**src/rtl/sb_serializer_tx.sv**
```systemverilog
// Sideband serializer: shifts a parallel word out LSB first with a gated bit clock,
// then holds the clock off for GAP cycles before the next word may start.
module sb_serializer_tx #(
  parameter int WIDTH   = 64,
  parameter int WIDTH_W = 6,
  parameter int GAP     = 32,
  parameter int GAP_W   = 5
) (
  input  logic             clk,
  input  logic             rst,
  input  logic [WIDTH-1:0] in_data,
  input  logic             in_data_valid,
  output logic             in_data_ready,
  output logic             out_data,
  output logic             out_clk_en,
  output logic             busy
);

  typedef enum logic [1:0] {ST_IDLE, ST_SHIFT, ST_GAP} state_t;

  localparam logic [WIDTH_W-1:0] LAST_BIT = WIDTH_W'(WIDTH - 1);
  localparam logic [GAP_W-1:0]   LAST_GAP = GAP_W'(GAP - 1);

  state_t             state, state_n;
  logic [WIDTH-1:0]   sr, sr_n;
  logic [WIDTH_W-1:0] bcnt, bcnt_n;
  logic [GAP_W-1:0]   gcnt, gcnt_n;
  logic               od_n, en_n;
  logic               xfer;

  // Ready in the last gap cycle lets streamed words start with exactly GAP idle cycles.
  assign in_data_ready = !rst && ((state == ST_IDLE) ||
                                  ((state == ST_GAP) && (gcnt == LAST_GAP)));
  assign xfer = in_data_valid && in_data_ready;
  assign busy = (state != ST_IDLE);

  always_ff @(posedge clk or posedge rst) begin
    if (rst) begin
      state      <= ST_IDLE;
      sr         <= '0;
      bcnt       <= '0;
      gcnt       <= '0;
      out_data   <= 1'b0;
      out_clk_en <= 1'b0;
    end else begin
      state      <= state_n;
      sr         <= sr_n;
      bcnt       <= bcnt_n;
      gcnt       <= gcnt_n;
      out_data   <= od_n;
      out_clk_en <= en_n;
    end
  end

  always_comb begin
    state_n = state;
    sr_n    = sr;
    bcnt_n  = bcnt;
    gcnt_n  = gcnt;
    od_n    = out_data;
    en_n    = out_clk_en;
    case (state)
      ST_SHIFT: begin
        if (bcnt == LAST_BIT) begin
          od_n    = 1'b0;
          en_n    = 1'b0;
          gcnt_n  = '0;
          state_n = ST_GAP;
        end else begin
          od_n   = sr[0];
          sr_n   = sr >> 1;
          bcnt_n = bcnt + 1'b1;
        end
      end
      ST_GAP: begin
        if (gcnt == LAST_GAP) state_n = ST_IDLE;
        else                  gcnt_n  = gcnt + 1'b1;
      end
      default: ;
    endcase
    // A transfer can only happen in IDLE or the last gap cycle; it overrides both.
    if (xfer) begin
      od_n    = in_data[0];
      en_n    = 1'b1;
      sr_n    = in_data >> 1;
      bcnt_n  = '0;
      state_n = ST_SHIFT;
    end
  end

endmodule

```
**config.mk**
```make
export PLATFORM = sky130hd
export DESIGN_NAME = sb_serializer_tx
export DESIGN_NICKNAME = d
export VERILOG_FILES = /design/src/rtl/sb_serializer_tx.sv
export SDC_FILE = /design/constraint.sdc
export NUM_CORES = 1
export LEC_CHECK = 0
export CORE_MARGIN = 1.5
export CORE_UTILIZATION = 49
export DETAILED_ROUTE_END_ITERATION = 16
export GPL_TIMING_DRIVEN = 1
export PLACE_DENSITY = 0.78
export SYNTH_ARGS = -nofsm -noshare
export SYNTH_HDL_FRONTEND = slang
export SYNTH_SLANG_ARGS = --single-unit
```
**constraint.sdc**
```tcl
create_clock -name clk -period 3.4 [get_ports clk]
set_input_delay 0.68 -clock clk [delete_from_list [all_inputs] [get_ports clk]]
set_output_delay 0.68 -clock clk [all_outputs]
set_load 0.02 [all_outputs]
```
==> reports/metrics.cfg <==
[synthesis]
synth_area_leaders=dfrtp_1 52%, nand2_1 13%, a31oi_1 10%, nor2_1 7.2%, buf_2 2.7%
synth_cell_types=38
synth_flop_cell=dfrtp_1
async_flop_share_pct=100
synth_seq_area_share_pct=52.2
synth_area_sq_um=3740
syn_nets=507
syn_inst=434
synth_top_area_cell=dfrtp_1
ys_ff_latch=78
synth_top_cell_area_share_pct=52.2
yosysWarnings=0
syn_avg_cell_area_sq_um=8.61
synth_edf_count=0

[sta]
rsz0062_at_grt=no
drv_slew=0
worstMarginPinSlew_ps=969
finalSetupViolations=0
min_period_ps=2980
fin_crit_sh_pct=87.6
finalHoldViolations=0
slew_headroom_pct=35.4
clock.fmax_ghz=0.336
tns_ps=0
skew_ps=9.83

[finish]
final_layout_size_suffix_gt1_share_pct=5.84
n_fill_cell=609
n_antenna_cell=0
syn_to_final_growth_pct=24.5
nets=565
fin_util_pct=63.5

[clocking]
cts_resized=0
cts_max_level=3
cts_setup_buffers=0
cts_root_buffer=clkbuf_8
cts_buffers=9
clock_path_buffers=2
clk_pin_slew_ps=80
postCtsHoldBufs=0
tritoncts=yes
cts.sink_count=78
clk_latency_ps=340

[worst_hold_path]
worstHoldStart=out_clk_en
min_to=out_clk_en
whs_path_depth=1
hold_class=reg -> reg

[run]
drv_cap=0

[worst_setup_path]
start_kind=flop
r2r_slack_ps=930
reg2regPathDepth=8
crit_fanout=8
critical_path_required_ps=2720
worstReg2RegStart=gcnt[0]
endpoint_kind=output port
crit_start=gcnt[0]
r2r-end=sr[19]
worst_ep_arrival_time_ps=2300
worstSetupPathType=reg -> out

[global_routing]
antenna_found_initial=0
grt-ovfl-total=0
grt_start_max_net_pins=79
grt_pass1_vias=2983
grt_pass1_wl_mm=13.3
grt.total_usage_pct=20.0

[die]
rows=31
dieWidth_um=90.4
io_pins=71
coreArea_sq_um=7330
die_h_um=90.4
die_area_sq_um=8160
start_util_pct=51.0

[drt]
num_vias=3189
routedWlPerCell_um=13.4
detail_route.wirelength_mm=7.97
drc_errors=0
first_iter_violations=241
drt-pass1-iter-count=4
vias_per_cell=5.35
ant_nets=0

[placement]
port_buffers=70
gp_congestion=0.836
dp_hpwl_mm=5.06

[power]
p_seq_share_pct=42.5
sw_frac_of_total_pct=38.1
ir_worst_vdd_v=0.000412
pwr-share-clk_pct=18.4
power.leakage_nw=2.05
switchingPower_w=0.00143
power_density_nw_per_um2=803
intPower_w=0.00231
comb_power_share_pct=39.0
power_w=0.00374

[run_status]
outcome=complete, no violations

-- worst max path at each step --
stage / end / slack [ps]
after CTS: in_data_ready / 420
after floorplan: out_data / 200
after global placement: in_data_ready / 850
final: in_data_ready / 420
after global routing: in_data_ready / 310
after detailed placement: in_data_ready / 820
-- cells by family after synthesis --
kind of cell	synth area share, %
flip-flops	52.2
AO/OA/AOI/OAI	15.7
buffers and inverters	5.62
AND/OR/NAND/NOR	23.5
XOR/XNOR	0.937
adder cells (fa/ha/maj)	2.01
-- registers in the layout, summed over array words and instances, names as in the netlist --
signal / cells
sr: 63
bcnt: 6
gcnt: 5
state: 2
out_clk_en: 1
out_data: 1
-- cells in the mapped netlist, types with 2 or more instances --
cell,count
buf_4,5
ha_1,6
xor2_1,3
o211ai_1,2
a21oi_1,6
o21ai_1,2
nand2_1,132
a32oi_1,2
a221oi_1,2
nor2_1,72
a32o_1,2
dfrtp_1,78
buf_6,3
buf_2,20
and3_1,4
nand3_1,3
inv_1,8
o21ai_0,3
a31oi_1,62
-- cells in the final DEF (no fill, tap or decap), types with 2 or more instances in the layout --
master / count
nand2_1: 132
dfrtp_1: 78
nor2_1: 72
clkdlybuf4s50_1: 70
a31oi_1: 62
clkbuf_8: 9
inv_1: 7
a21oi_1: 6
ha_1: 6
buf_4: 5
and3_1: 4
nand3_1: 3
xor2_1: 3
o21ai_0: 3
a221oi_1: 2
a32o_1: 2
o211ai_1: 2
a32oi_1: 2
o21ai_1: 2
clkinvlp_4: 2
clkinv_4: 2
-- area by class of cell --
type | count | area, sq um | area share (%)
tap | 99 | 124 | 2.66
multi-input combinational | 318 | 1590 | 34.1
inverter | 9 | 35.0 | 0.753
timing repair buffer | 76 | 758 | 16.3
sequential | 78 | 1950 | 41.9
clock buffer | 10 | 128 | 2.74
clock inverter | 6 | 71.3 | 1.53
-- power by group through the flow --
stage | logic, W | registers (W) | clock network, W
after detailed placement | 0.00146 | 0.00160 | 0
final | 0.00146 | 0.00159 | 0.000689
after global placement | 0.00142 | 0.00158 | 0
after global routing | 0.00165 | 0.00164 | 0.000749
after floorplan | 0.00116 | 0.00155 | 0
after CTS | 0.00148 | 0.00159 | 0.000713
-- critical path, cell delays in order (launching register included) --
cell and delay, ps:
dfrtp_1 440, ha_1 230, and3_1 190, ha_1 270, a21oi_1 240, nor2_1 60
clkdlybuf4s50_1 530
-- per-stage QoR --
step / cells / setup WS (ps) / instance area [sq um] / hold WS [ps]
after floorplan: 434 / 200 / 3740 / 466
after global placement: 580 / 850 / 4450 / 469
after detailed placement: 580 / 819 / 4450 / 468
after CTS: 596 / 419 / 4650 / 488
after global routing: 596 / 310 / 4650 / 515
final: 596 / 423 / 4650 / 487
-- routing by layer --
metal  wire, um  up-vias  global-route usage, %
met5          0        -                      0
met2       3800       94                   32.9
met3        441        4                   5.64
met4         34        0                   4.37
met1       3690     1512                   26.4
li1           -     1579                      -
Power figures use the tool's default switching activity.
